### src/rtl/mem_port_arbiter.sv
// Two-port arbiter and sequencer for the shared byte-addressable memory port.
// Port 0 is the core, port 1 the debug/program loader. Each access is granted,
// issued for one cycle, then waits a fixed read latency or until the memory
// reports write completion (with timeout), and finally acks the requester.
// Ports:
//   clk, rst                     clock, async active-low reset
//   mN_req/addr/wmode/wdata      requester N inputs (sampled only in IDLE)
//   mN_gnt/ack/rdata/err         requester N responses (registered)
//   mem_address/write_mode/wdata memory command (registered)
//   mem_done/error/rdata         memory status and read data
module mem_port_arbiter #(
   parameter  int unsigned READ_LATENCY = 2,
   parameter  int unsigned WR_TIMEOUT   = 255,
   localparam int unsigned AW           = 32,
   localparam int unsigned DW           = 32,
   localparam int unsigned MW           = 2
) (
   input  logic          clk,
   input  logic          rst,
   input  logic          m0_req,
   input  logic [AW-1:0] m0_addr,
   input  logic [MW-1:0] m0_wmode,
   input  logic [DW-1:0] m0_wdata,
   output logic          m0_gnt,
   output logic          m0_ack,
   output logic [DW-1:0] m0_rdata,
   output logic          m0_err,
   input  logic          m1_req,
   input  logic [AW-1:0] m1_addr,
   input  logic [MW-1:0] m1_wmode,
   input  logic [DW-1:0] m1_wdata,
   output logic          m1_gnt,
   output logic          m1_ack,
   output logic [DW-1:0] m1_rdata,
   output logic          m1_err,
   output logic [AW-1:0] mem_address,
   output logic [MW-1:0] mem_write_mode,
   output logic [DW-1:0] mem_wdata,
   input  logic          mem_done,
   input  logic          mem_error,
   input  logic [DW-1:0] mem_rdata
);

   localparam int unsigned CW = 8;

   typedef enum logic [2:0] {
      IDLE       = 3'd0,
      ISSUE      = 3'd1,
      READ_WAIT  = 3'd2,
      WRITE_WAIT = 3'd3,
      RESP       = 3'd4
   } state_t;

   state_t        state;
   state_t        state_nxt;
   logic [CW-1:0] cnt;
   logic          win;
   logic          last_grant;
   logic [MW-1:0] wmode_q;
   logic          err_q;

   logic          pick_c;
   logic          grant_c;
   logic          resp_c;
   logic          capture_c;
   logic          timeout_c;

   // State register
   always_ff @(posedge clk or negedge rst) begin
      if (!rst) state <= IDLE;
      else      state <= state_nxt;
   end

   // Next-state logic
   always_comb begin
      state_nxt = state;
      case (state)
         IDLE:       if (m0_req || m1_req) state_nxt = ISSUE;
         ISSUE: begin
            if (mem_error)           state_nxt = RESP;
            else if (wmode_q == '0)  state_nxt = READ_WAIT;
            else                     state_nxt = WRITE_WAIT;
         end
         READ_WAIT:  if (cnt == '0) state_nxt = RESP;
         WRITE_WAIT: if (mem_done || (cnt >= CW'(WR_TIMEOUT))) state_nxt = RESP;
         RESP:       state_nxt = IDLE;
         default:    state_nxt = IDLE;
      endcase
   end

   // Output/strobe decode; on a tie the port that did not win last time goes
   always_comb begin
      pick_c    = 1'b0;
      if (m0_req && m1_req) pick_c = ~last_grant;
      else                  pick_c = m1_req;
      grant_c   = (state == IDLE) && (m0_req || m1_req);
      resp_c    = (state == RESP);
      capture_c = (state == READ_WAIT) && (cnt == '0);
      // cnt holds the number of WRITE_WAIT cycles including the current one
      timeout_c = (state == WRITE_WAIT) && !mem_done && (cnt >= CW'(WR_TIMEOUT));
   end

   // Registered outputs and access context
   always_ff @(posedge clk or negedge rst) begin
      if (!rst) begin
         m0_gnt         <= 1'b0;
         m1_gnt         <= 1'b0;
         m0_ack         <= 1'b0;
         m1_ack         <= 1'b0;
         m0_rdata       <= '0;
         m1_rdata       <= '0;
         m0_err         <= 1'b0;
         m1_err         <= 1'b0;
         mem_address    <= '0;
         mem_write_mode <= '0;
         mem_wdata      <= '0;
         cnt            <= '0;
         win            <= 1'b0;
         last_grant     <= 1'b1;
         wmode_q        <= '0;
         err_q          <= 1'b0;
      end else begin
         m0_gnt <= grant_c & ~pick_c;
         m1_gnt <= grant_c &  pick_c;
         m0_ack <= resp_c  & ~win;
         m1_ack <= resp_c  &  win;

         if (grant_c) begin
            win         <= pick_c;
            mem_address <= pick_c ? m1_addr  : m0_addr;
            mem_wdata   <= pick_c ? m1_wdata : m0_wdata;
            wmode_q     <= pick_c ? m1_wmode : m0_wmode;
            err_q       <= 1'b0;
         end

         case (state)
            ISSUE: begin
               if (mem_error) begin
                  err_q <= 1'b1;
               end else if (wmode_q == '0) begin
                  cnt <= CW'(READ_LATENCY - 1);
               end else begin
                  cnt            <= CW'(1);
                  mem_write_mode <= wmode_q;
               end
            end
            READ_WAIT: begin
               if (capture_c) begin
                  if (win) m1_rdata <= mem_rdata;
                  else     m0_rdata <= mem_rdata;
               end else begin
                  cnt <= cnt - CW'(1);
               end
            end
            WRITE_WAIT: begin
               if (mem_done || timeout_c) mem_write_mode <= '0;
               if (timeout_c) err_q <= 1'b1;
               if (cnt != '1) cnt <= cnt + CW'(1);
            end
            RESP: begin
               last_grant <= win;
               if (win) m1_err <= err_q;
               else     m0_err <= err_q;
            end
            default: ;
         endcase
      end
   end

endmodule

### config.mk
export PLATFORM = sky130hd
export DESIGN_NAME = mem_port_arbiter
export DESIGN_NICKNAME = d
export VERILOG_FILES = /design/src/rtl/mem_port_arbiter.sv
export SDC_FILE = /design/constraint.sdc
export NUM_CORES = 1
export LEC_CHECK = 0
export ABC_AREA = 1
export ABC_CLOCK_PERIOD_IN_PS = 4300
export CORE_MARGIN = 1.5
export CORE_UTILIZATION = 25
export DETAILED_ROUTE_END_ITERATION = 16
export GPL_TIMING_DRIVEN = 0
export PLACE_DENSITY = 0.56
export REMOVE_ABC_BUFFERS = 1
export SLEW_MARGIN = 20
export SYNTH_ARGS = -nofsm -noshare
export SYNTH_HDL_FRONTEND = slang
export SYNTH_SLANG_ARGS = --single-unit
### constraint.sdc
create_clock -name clk -period 4.3 [get_ports clk]
set_clock_uncertainty 0.2 [all_clocks]
set_input_delay 0.86 -clock clk [delete_from_list [all_inputs] [get_ports clk]]
set_output_delay 0.86 -clock clk [all_outputs]
set_load 0.02 [all_outputs]
-- Word-level counts from Yosys, hierarchy flattened
Index checks and enable logic that the tools add are counted.
- output and inout bits: 136
- input bits: 170
- word-level logic and storage cells: 83
- bits in registers: 152
- add/subtract/negate cells: 2
- bitwise gates (word level): 7
- eq/ne operators: 13
- $lt $le $gt $ge: 1
- multiplexer cells: 22
- reduce and logical (&&, ||, !) cells: 21
- operators by type and width (operator ; number):
    $mux 32 ; 2
    $mux 8 ; 3
    $pmux 8 s3 ; 1
    $mux 3 ; 4
    $pmux 3 s4 ; 1
    $reduce_and 3->1 ; 3
    $add 8x1->8 const B ; 1
    $ge 8x8->1 const B ; 1
    $logic_not 8->1 ; 1
    $mux 2 ; 4
    $ne 2x1->1 const B ; 4
    $ne 2x2->1 const B ; 4
    $ne 8x8->1 const B ; 1
    $reduce_and 4->1 ; 2
    $sub 8x1->8 const B ; 1
    $eq 3x2->1 const B ; 2
    $logic_and 1x1->1 ; 5
    $mux 1 ; 5
    $and 1x1->1 ; 4
    $pmux 2 s2 ; 1
    $reduce_and 2->1 ; 2
    $eq 3x1->1 const B ; 1
    $eq 3x3->1 const B ; 1
    $logic_not 3->1 ; 1
    other kinds (7) ; 11

-- Logic depth before layout (Yosys ltp)
Gate-level depths: netlist of run 1.
- word-level depth: 6
- gate-level depth with buffers: 12
- mapped depth without buffers: 12

-- Worst setup path before layout of run 1
No wires, ideal clock.
- path type: flip-flop to flip-flop
- start: reg state[2]
- end: reg cnt[7]
- path buffers: 0
- data arrival time: 1.799 ns
- clock period less this slack: 2.115 ns
- setup time: 0.116 ns
- setup slack: 2.185 ns
- cell stages (with the launch flop): 11
- required time: 3.984 ns
- cell sequence: dfrtp_1 -> inv_1 -> nand3_1 -> ha_1 -> or2_2 -> nand3_1 -> nand2_1 -> nand2_1 -> nand2_1 -> nand2_1 -> nand2_1
- cells in the longest elaborated chain, start to end: 4
- elaborated cells on any way between the ends: 10
- those cells by class: eq/ne (6); mux (1); reduce/logical (3)
- RTL lines (element ; line ; RTL):
    start, declared ; 54 ; state_t state;
    start signal, assigned ; 71 ; else state <= state_nxt;
    $eq 3x2->1 ; 98, 136 ;
    $logic_and 1x1->1 ; 98 ; capture_c = (state == READ_WAIT) && (cnt == '0);
    $ne 2x2->1 (no line) ; n/a ;
    $reduce_and 4->1 (no line) ; n/a ;
    end signal, assigned ; 141 ; cnt <= CW'(READ_LATENCY - 1);
    end signal, assigned ; 152 ; cnt <= cnt - CW'(1);
    end signal, assigned ; 158 ; if (cnt != '1) cnt <= cnt + CW'(1);
    end, declared ; 56 ; logic [CW-1:0] cnt;
Parallel ways exist; a longest one is shown, timed or not.
A chain may end at the register's enable or synchronous reset.

-- Worst setup path in the final report of run 1
- start: reg win
- end: reg m1_rdata[7]
- cells in the longest elaborated chain, start to end: 1
- RTL lines (element ; line ; RTL):
    start, declared ; 57 ; logic win;
    start signal, assigned ; 129 ; win <= pick_c;
    $reduce_and 3->1 (no line) ; n/a ;
    end signal, assigned ; 149 ; if (win) m1_rdata <= mem_rdata;
    end, declared ; 34 ; output logic [DW-1:0] m1_rdata,
Every way passes these cells.

==> results.md, run 1 <==
* Count of input and output buffers at 305
* Post-Place Cell Area at 10140 µm²
* Overflow after GRT at 0
* Hold crit path type: reg2reg
* Final critical-path required period at 2.774 ns
* Total GRT Usage at 16.67%
* Endpoint class of the critical path: register
* Number of enable-type register cells in the synthesized netlist at 0
* Final worst setup slack at 1.526 ns
* Post-placement worst setup slack at 1.172 ns
* Post-DR wirelength/cell at 15.93 µm
* HPWL after detailed placement at 16.17 mm
* Largest net degree at the start of global routing at 89
* Worst Path Max Fanout at 36
* Share of the yosys chip area belonging to registers at 56.52%
* Maximum buffer depth of the clock tree at 2
* Flip-flop and latch area at 3806 µm²
* FP Rows at 59
* Clock input transition at the sequential cells of the worst setup and hold paths at 0.08 ns
* RSZ-0062 raised after global routing: no
* Clock tree from TritonCTS: built
* Share of final-layout standard cells stronger than drive strength 1 at 5.306%
* Num Clock Sinks at 152
* Number of nets with antenna violations after routing at 0
* Critical path type: reg2reg
* Final Routed Wirelength at 23.06 mm
* Number of buffers and inverters on the critical path at 1
* Synth Warn # at 0
* Max stage delay cell, worst path: sky130_fd_sc_hd__dfrtp_2
* First-pass GRT wire length at 36.15 mm
* Gpl congestion at 0.8370
* Final Hold Viols at 0
* Relative area change from synthesis to final layout at 59.59%
* Cells after synthesis at 808
* Data required time of the worst path at 4.46 ns
* I/O Pins at 306
* Root Buffer: sky130_fd_sc_hd__clkbuf_16
* Max Slew Vio Count at 0
* Core Footprint at 26210 µm²
* Average size of a mapped cell at 8.331 µm²
* Dominant delay contributor by cell family on the critical path: simple AND/OR/NAND/NOR gates
* Power density of the placed cells at 292.9 nW/µm²
* Arrival time worst endpoint at 2.93 ns
* Antenna violations before repair at 1
* Vias in the first global route at 6384
* Startpoint Class: register
* Area of the multi-input gates at 2599 µm²
* Dominant cell type by count on the critical path: sky130_fd_sc_hd__nand2_1
* Number of nets in the finished design at 1276
* Number of max-cap violations at 0
* Number of distinct library cell variants in the gate-level netlist after synthesis at 28
* Synth Flop Type: sky130_fd_sc_hd__dfrtp_1
* Leading cell type in the layout, fill and taps excluded: sky130_fd_sc_hd__nand2_1
* Design area at 10740 µm²
* Detailed-route vias per instance at 4.322
* Count of state elements after synthesis at 152
* Post-Route Utilization at 40.99%
* IR drop worst, VDD at 0.0001811 V
* DRC at 0
* Vertical extent of the die at 167.1 µm
* Max transition margin at 41.99%
* Worst-Margin Slew at 0.8681 ns
* Post-route fraction of the period consumed by the critical path at 64.51%
* Count of endpoints failing setup in the final report at 0
* Longest individual stage delay on the worst path at 0.88 ns
* Setup TNS at 0 ns
* Leakage power of the design at 4.445 nW
* Die Wd at 167.1 µm
* First DRT Iteration DRCs at 292
* Htree depth at 4
* Achievable frequency at 360.5 MHz
* Top library cells by usage in the layout, fill and taps aside: sky130_fd_sc_hd__nand2_1 (388), sky130_fd_sc_hd__clkdlybuf4s50_1 (304), sky130_fd_sc_hd__dfrtp_1 (150)
* Critical path cell sequence: inv_2 -> nor2_4 -> nand2_1 -> nand2_1
* Mapped Area at 6731 µm²
* Proportion of register bits with asynchronous set or reset after synthesis at 100.0%
* Area of the die at 27920 µm²
* Number of fill cells at 2626
* Clk Latency, worst-skew pair at 0.42 ns
* Result of the run: completed
* First drt pass iteration count at 4
* Via count at 6258
* CTS buffer count at 17
* Tightest hold margin at 0.2827 ns
* Initial Utilization at 25.69%
==> routing by layer <==
metal	vias up	share of wire, %	GRT usage (%)	wire, µm
li1	3155	-	-	-
met1	2916	43	20.70	9922
met2	153	50	27.91	11510
met3	34	4.3	3.782	982
met4	0	2.8	7.036	643
met5	-	0	0	0
==> per-stage QoR <==
step / total power, mW / cells
2_1_floorplan: 1.459 / 768
3_3_place_gp: 1.651 / 1408
3_5_place_dp: 1.656 / 1414
4_1_cts: 3.208 / 1447
5_1_grt: 3.277 / 1448
6_report: 3.147 / 1448
==> registers in the layout, indices dropped and copies added (netlist names), 2 cells and up <==
register	flops
m0_rdata	32
m1_rdata	32
mem_address	32
mem_wdata	32
cnt	8
state	3
mem_write_mode	2
wmode_q	2
==> area by class of cell <==
cell class                      count  area share [%]
Antenna cell                        1         0.02329
Clock buffer                       17           3.960
Clock inverter                     15           1.537
Inverter                           26          0.9317
Multi-Input combinational cell    590           24.19
Sequential cell                   152           35.43
Tap cell                          335           3.902
Timing Repair Buffer              312           30.03
==> tightest hold or removal path, stage by stage, from the launching register on <==
cell,delay (ns)
sky130_fd_sc_hd__dfrtp_1,0.34
sky130_fd_sc_hd__o21ai_1,0.06
sky130_fd_sc_hd__nand2_1,0.05
==> cell families (layout without fill, tap and decap cells) <==
| logic type | Yosys count | in the layout | synth area share, % |
|---|---|---|---|
| and+or+nand+nor | 494 | 494 | 29.83 |
| AOI/OAI and AO/OA | 84 | 84 | 6.450 |
| muxes | 2 | 2 | 0.3345 |
| xor gates and xnor gates | 3 | 3 | 0.3904 |
| buffers and inverters | 66 | 370 | 5.056 |
| DFF | 152 | 152 | 56.52 |
| other | 0 | 1 | 0 |
| adders and majority gates | 7 | 7 | 1.413 |
==> path summary, 6_finish.rpt <==
path,from,end,slack (ns),depth (start not counted)
setup / recovery,win,m1_rdata[7],1.53,4
hold / removal,m0_rdata[26],m0_rdata[26],0.28,2
setup reg to reg,win,m1_rdata[7],1.53,4
hold reg to reg,m0_rdata[26],m0_rdata[26],0.28,2
max in group asynchronous,rst,mem_address[2],2.34,4
min in group asynchronous,rst,m1_rdata[26],0.60,2
==> power breakdown <==
part | internal (mW) | total [mW] | switching, mW
sequential | 1.43 | 1.43 | 0.000294
combinational | 0.140 | 0.197 | 0.0574
clock | 0.788 | 1.52 | 0.733
==> cell usage after synthesis (3+ instances only) <==
library cell | number | area, µm²
sky130_fd_sc_hd__a21oi_1 | 4 | 20.02
sky130_fd_sc_hd__buf_2 | 17 | 85.08
sky130_fd_sc_hd__buf_4 | 3 | 22.52
sky130_fd_sc_hd__buf_6 | 8 | 90.09
sky130_fd_sc_hd__clkbuf_1 | 12 | 45.04
sky130_fd_sc_hd__dfrtp_1 | 151 | 3779
sky130_fd_sc_hd__ha_1 | 6 | 75.07
sky130_fd_sc_hd__inv_1 | 22 | 82.58
sky130_fd_sc_hd__inv_2 | 4 | 15.01
sky130_fd_sc_hd__nand2_1 | 388 | 1456
sky130_fd_sc_hd__nand3_1 | 72 | 360.4
sky130_fd_sc_hd__nor2_1 | 22 | 82.58
sky130_fd_sc_hd__nor2_4 | 4 | 45.04
sky130_fd_sc_hd__o211ai_1 | 3 | 22.52
sky130_fd_sc_hd__o21ai_0 | 35 | 175.2
sky130_fd_sc_hd__o21ai_1 | 40 | 200.2
sky130_fd_sc_hd__xor2_1 | 3 | 26.28
==> timing repair <==
| action | 4_1_cts | 5_1_grt |
|---|---|---|
| gates resized for setup | 0 | 0 |
| hold endpoints to repair | 3 | 0 |
| hold buffers | 1 | 0 |
| buffers inserted | 0 | 0 |
Note: power is estimated with default switching activity, not from simulation.
==> run 2, diff against run 1 <==
Settings changed: ABC_CLOCK_PERIOD_IN_PS 4300 to 2910.
Clock period 4.3 ns to 2.91 ns, I/O delays scaled along.
==> run 2 against run 1 <==
  * Final cell count hardly changed
  * Design area increased by 0.19%
  * Register-to-register slack got worse by 1.2 ns
  * Count of clock-buffer cells in the layout is the same
  * Maximum frequency grew 6.4%
  * Via count shrank 0.21%
  * Hold slack worse by 0.00058 ns
  * Die area did not move
  * Sequential power rose by 48%
  * Utilization grew 0.076 points
  * Global-route usage is the same
  * Critical endpoint is now m0_rdata[23]
  * Largest power group unchanged
==> results.md, run 2 (synthesis results as in run 1) <==
* Clk Latency, worst-skew pair at 0.42 ns
* Switching power share of the total at 25.15%
* Top library cells by usage in the layout, fill and taps aside: sky130_fd_sc_hd__nand2_1 (388), sky130_fd_sc_hd__clkdlybuf4s50_1 (304), sky130_fd_sc_hd__dfrtp_1 (150)
* Overflow after GRT at 0
* Worst-Margin Slew at 0.8510 ns
* CTS buffer count at 17
* Power density of the placed cells at 432.2 nW/µm²
* Core Footprint at 26210 µm²
* Max transition margin at 43.13%
* DRC at 0
* Endpoint class of the critical path: register
* Num Clock Sinks at 152
* Worst Hold Depth at 2
* Htree depth at 4
* Antenna violations before repair at 1
* Result of the run: completed
* Area of the die at 27920 µm²
* Achievable frequency at 383.5 MHz
* Clock tree from TritonCTS: built
* Final Routed Wirelength at 23.12 mm
* Setup TNS at 0 ns
* Vias in the first global route at 6384
* Leading cell type in the layout, fill and taps excluded: sky130_fd_sc_hd__nand2_1
* Design area at 10760 µm²
* Hold crit path type: reg2reg
* Leakage power of the design at 4.449 nW
* Vertical extent of the die at 167.1 µm
* First drt pass iteration count at 4
* Net switching power of the design at 1.170 mW
* Total GRT Usage at 16.67%
* Post-route fraction of the period consumed by the critical path at 89.61%
* Arrival time worst endpoint at 2.76 ns
* Gpl congestion at 0.8370
* Tightest hold margin at 0.2822 ns
* Post-DR wirelength/cell at 15.95 µm
* Largest net degree at the start of global routing at 89
* Reg2Reg Depth at 7
* IR drop worst, VDD at 0.0002669 V
* Initial Utilization at 25.69%
* Count of input and output buffers at 305
* RSZ-0062 raised after global routing: no
* Post-Place Cell Area at 10140 µm²
* Count of endpoints failing setup in the final report at 0
* Number of max-cap violations at 0
* Internal power contribution at 3.482 mW
* Maximum buffer depth of the clock tree at 2
* Relative area change from synthesis to final layout at 59.89%
* Number of nets with antenna violations after routing at 0
* HPWL after detailed placement at 16.17 mm
* Startpoint Class: register
* Clk network pwr share at 48.3%
* Combinational group share of total power at 6.3%
* Number of nets in the finished design at 1277
* I/O Pins at 306
* Final Hold Viols at 0
* Root Buffer: sky130_fd_sc_hd__clkbuf_16
* Critical path type: reg2reg
* Data required time of the worst path at 3.07 ns
* Via count at 6245
* Final critical-path required period at 2.608 ns
* Sequential share of power at 45.4%
* Share of final-layout standard cells stronger than drive strength 1 at 5.391%
* Detailed-route vias per instance at 4.310
* First DRT Iteration DRCs at 267
* Max Slew Vio Count at 0
* FP Rows at 59
* Die Wd at 167.1 µm
* Clock input transition at the sequential cells of the worst setup and hold paths at 0.08 ns
* Worst Path Max Fanout at 69
* First-pass GRT wire length at 36.15 mm
-- run 2: changes by cell type in the layout (fill, tap and decap cells not counted) --
cell	change
sky130_fd_sc_hd__nand2_8	+1
sky130_fd_sc_hd__nand2_4	-1
sky130_fd_sc_hd__nor2_4	+1
-- run 2: timing repair --
item	4_1_cts	5_1_grt
endpoints found under the setup margin	0	29
resized for setup	0	2
hold buffers	1	0
endpoints found under the hold margin	13	0
buffers inserted	0	0
-- run 2: stage by stage --
stage / cells / power [mW] / utilization, % / setup slack (ns)
2_1_floorplan: 768 / 2.157 / - / -0.3473
3_3_place_gp: 1408 / 2.440 / 38.01 / -5.823
3_5_place_dp: 1414 / 2.447 / 38.69 / 0.05954
4_1_cts: 1447 / 4.741 / 40.98 / 0.08823
5_1_grt: 1449 / 4.843 / 41.07 / 0.1101
6_report: 1449 / 4.652 / 41.07 / 0.3024
-- run 2: path summary, 6_finish.rpt --
check | start | end | slack [ns]
worst max-delay path | cnt[5] | m0_rdata[23] | 0.30
max in group asynchronous | rst | mem_address[2] | 1.24
worst min register to register | m0_rdata[26] | m0_rdata[26] | 0.28
worst max register to register | cnt[5] | m0_rdata[23] | 0.30
worst min-delay path | m0_rdata[26] | m0_rdata[26] | 0.28
min in group asynchronous | rst | m1_rdata[26] | 0.32
-- run 2: area by class of cell --
class / instances / area [µm²]
inverters: 26 / 100.1
multi-input cells: 591 / 2619
clock inverters: 15 / 165.2
clock buffers: 17 / 425.4
repair buffers: 312 / 3226
well taps: 335 / 419.2
diodes: 1 / 2.502
flip-flops and latches: 152 / 3806
fillers: 2626 / 15440
-- run 2: power groups by stage --
stage	clock network, mW	registers (mW)	logic, mW
final	2.25	2.11	0.291
after global routing	2.41	2.11	0.317
after CTS	2.33	2.11	0.297
after detailed placement	0	2.15	0.294
after global placement	0	2.16	0.285
after floorplan	0	2.15	0.00274
-- run 2: per-layer routing --
metal  global-route usage (%)  wire length, µm  vias to the layer above
met5                        0                0                        -
met4                    7.036              663                        0
met3                    3.782             1006                       37
met2                    27.91            11610                      154
met1                    20.70             9840                     2895
li1                         -                -                     3159
-- run 2: critical path, cell delays in order, from the launching register on --
cell,delay [ns]
sky130_fd_sc_hd__dfrtp_1,0.43
sky130_fd_sc_hd__nor2_1,0.12
sky130_fd_sc_hd__nand2_1,0.06
sky130_fd_sc_hd__nor2_1,0.28
sky130_fd_sc_hd__nand2_8,0.33
sky130_fd_sc_hd__nor2_4,0.80
sky130_fd_sc_hd__nand2_1,0.14
sky130_fd_sc_hd__nand2_1,0.10
==> run 3, diff against run 2 <==
Settings changed: SETUP_SLACK_MARGIN from default to 0.1, SLEW_MARGIN 20 to default.
==> run 3 against run 2 <==
  * Power increased by 0.15%
  * First-iteration DRC count up 18%
  * Setup slack better by 0.087 ns
  * Critical path type is now in2reg
  * Maximum frequency rose by 3.5%
==> results.md, run 3 (synthesis results as in run 1) <==
* Final Routed Wirelength at 23.64 mm
* Critical path type: in2reg
* Leading cell type in the layout, fill and taps excluded: sky130_fd_sc_hd__nand2_1
* Startpoint Class: input pin
* Final critical-path required period at 2.520 ns
* Worst-Margin Slew at 1.032 ns
* Gpl congestion at 0.8370
* Critical path cell sequence: clkdlybuf4s50_1 -> a21oi_1 -> nand2_1 -> clkinv_2 -> nand2_1 -> nand3_1
* Clk network pwr share at 48.5%
* I/O Pins at 306
* Hold crit path type: reg2reg
* First-pass GRT wire length at 36.82 mm
* Internal power contribution at 3.477 mW
* Number of max-cap violations at 0
* Top library cells by usage in the layout, fill and taps aside: sky130_fd_sc_hd__nand2_1 (388), sky130_fd_sc_hd__clkdlybuf4s50_1 (304), sky130_fd_sc_hd__dfrtp_1 (150)
* Max transition margin at 31.22%
* DRC at 0
* Number of nets with antenna violations after routing at 0
* FP Rows at 59
* Dominant cell type by count on the critical path: sky130_fd_sc_hd__nand2_1
* Leakage power of the design at 4.433 nW
* Sequential share of power at 45.3%
* Data required time of the worst path at 3.01 ns
* Clock tree from TritonCTS: built
* First DRT Iteration DRCs at 316
* Final Hold Viols at 0
* Net switching power of the design at 1.182 mW
* Count of endpoints failing setup in the final report at 0
* Initial Utilization at 25.69%
* Switching power share of the total at 25.36%
* Max stage delay cell, worst path: sky130_fd_sc_hd__clkinv_2
* Power density of the placed cells at 433.6 nW/µm²
* Vias in the first global route at 6331
* Total GRT Usage at 17.00%
* Clock input transition at the sequential cells of the worst setup and hold paths at 0.08 ns
* Design area at 10750 µm²
* Post-route fraction of the period consumed by the critical path at 86.60%
* Detailed-route vias per instance at 4.332
* Via count at 6295
* Relative area change from synthesis to final layout at 59.63%
* HPWL after detailed placement at 16.12 mm
* Arrival time worst endpoint at 2.62 ns
* Worst Path Max Fanout at 67
* Htree depth at 4
* Combinational group share of total power at 6.2%
* CTS buffer count at 17
* Number of fill cells at 2667
* Largest net degree at the start of global routing at 92
* Antenna violations before repair at 1
* Overall power of the completed layout at 4.659 mW
* Core Footprint at 26210 µm²
* Post-DR wirelength/cell at 16.27 µm
* Longest individual stage delay on the worst path at 0.72 ns
* Clk Latency, worst-skew pair at 0.41 ns
* Root Buffer: sky130_fd_sc_hd__clkbuf_16
* Overflow after GRT at 0
* Share of final-layout standard cells stronger than drive strength 1 at 5.730%
* Number of nets in the finished design at 1281
* IR drop worst, VDD at 0.0002353 V
* Post-Place Cell Area at 10070 µm²
* Result of the run: completed
* Area of the die at 27920 µm²
* Max Slew Vio Count at 0
* Num Clock Sinks at 152
* RSZ-0062 raised after global routing: no
* First drt pass iteration count at 4
* Die Wd at 167.1 µm
* Maximum buffer depth of the clock tree at 2
* Endpoint class of the critical path: register
* Count of input and output buffers at 305
* Vertical extent of the die at 167.1 µm
* Achievable frequency at 396.8 MHz
run 3: changes by cell type in the layout (fill, tap and decap cells not counted), sizes merged:
cell	delta
inv	-3
clkinv	+2
nor2	+1
clkinvlp	+2
buf	+2
run 3: worst paths after layout:
kind / startpoint / end / slack, ns / cells past startpoint
setup / recovery: m0_req / mem_wdata[15] / 0.39 / 6
min in group asynchronous: rst / m0_rdata[30] / 0.56 / 2
hold reg to reg: m0_rdata[21] / m0_rdata[21] / 0.28 / 2
setup reg to reg: state[2] / cnt[6] / 0.43 / 10
max in group asynchronous: rst / mem_wdata[10] / 1.14 / 3
hold / removal: m0_rdata[21] / m0_rdata[21] / 0.28 / 2
run 3: power by group through the flow:
stage          Clock (mW)  Combinational (mW)  Sequential, mW
6_report             2.26               0.288            2.11
5_1_grt              2.42               0.315            2.11
4_1_cts              2.34               0.294            2.11
3_5_place_dp            0               0.291            2.15
3_3_place_gp            0               0.285            2.16
2_1_floorplan           0             0.00274            2.15
run 3: final cells by class:
cell class	count	area, µm²	area share, %
clock inverters	15	167.7	1.560
repair inverters	1	7.507	0.06986
inverters	26	102.6	0.9548
diodes	1	2.502	0.02329
well taps	335	419.2	3.901
multi-input cells	592	2621	24.39
flip-flops and latches	152	3806	35.42
clock buffers	17	425.4	3.959
repair buffers	314	3193	29.72
run 3: timing repair:
| item | 4_1_cts | 5_1_grt |
|---|---|---|
| setup buffers | 0 | 4 |
| gates cloned | 2 | 1 |
| resized for setup | 3 | 3 |
| hold buffers | 1 | 0 |
| endpoints found under the setup margin | 36 | 76 |
| endpoints found under the hold margin | 4 | 0 |
| pin swaps | 1 | 0 |
run 3: layer usage:
metal | global-route usage (%) | vias up | part of all wire [%]
met5 | 0 | - | 0
met4 | 5.573 | 0 | 1.9
met3 | 4.042 | 23 | 4.6
met2 | 28.91 | 145 | 51
met1 | 21.21 | 2959 | 43
li1 | - | 3168 | -
run 3: stage by stage:
step           hold slack [ns]  setup WS (ns)  util [%]  instances   TNS, ns
2_1_floorplan          0.08641        -0.3473         -        768    -21.65
3_3_place_gp            0.2611         -5.823     38.01       1408  -1131.05
4_1_cts                 0.2847         0.1874     40.82       1447         0
3_5_place_dp            0.2678         -1.034     38.44       1412    -40.52
5_1_grt                 0.3012         0.1320     41.00       1453         0
6_report                0.2810         0.3899     41.00       1453         0
run 3: critical path, delay by kind of cell:
family | cells | cell delay [ns]
compound gates | 1 | 0.14
simple gates | 3 | 0.56
buf+inv | 2 | 1.27
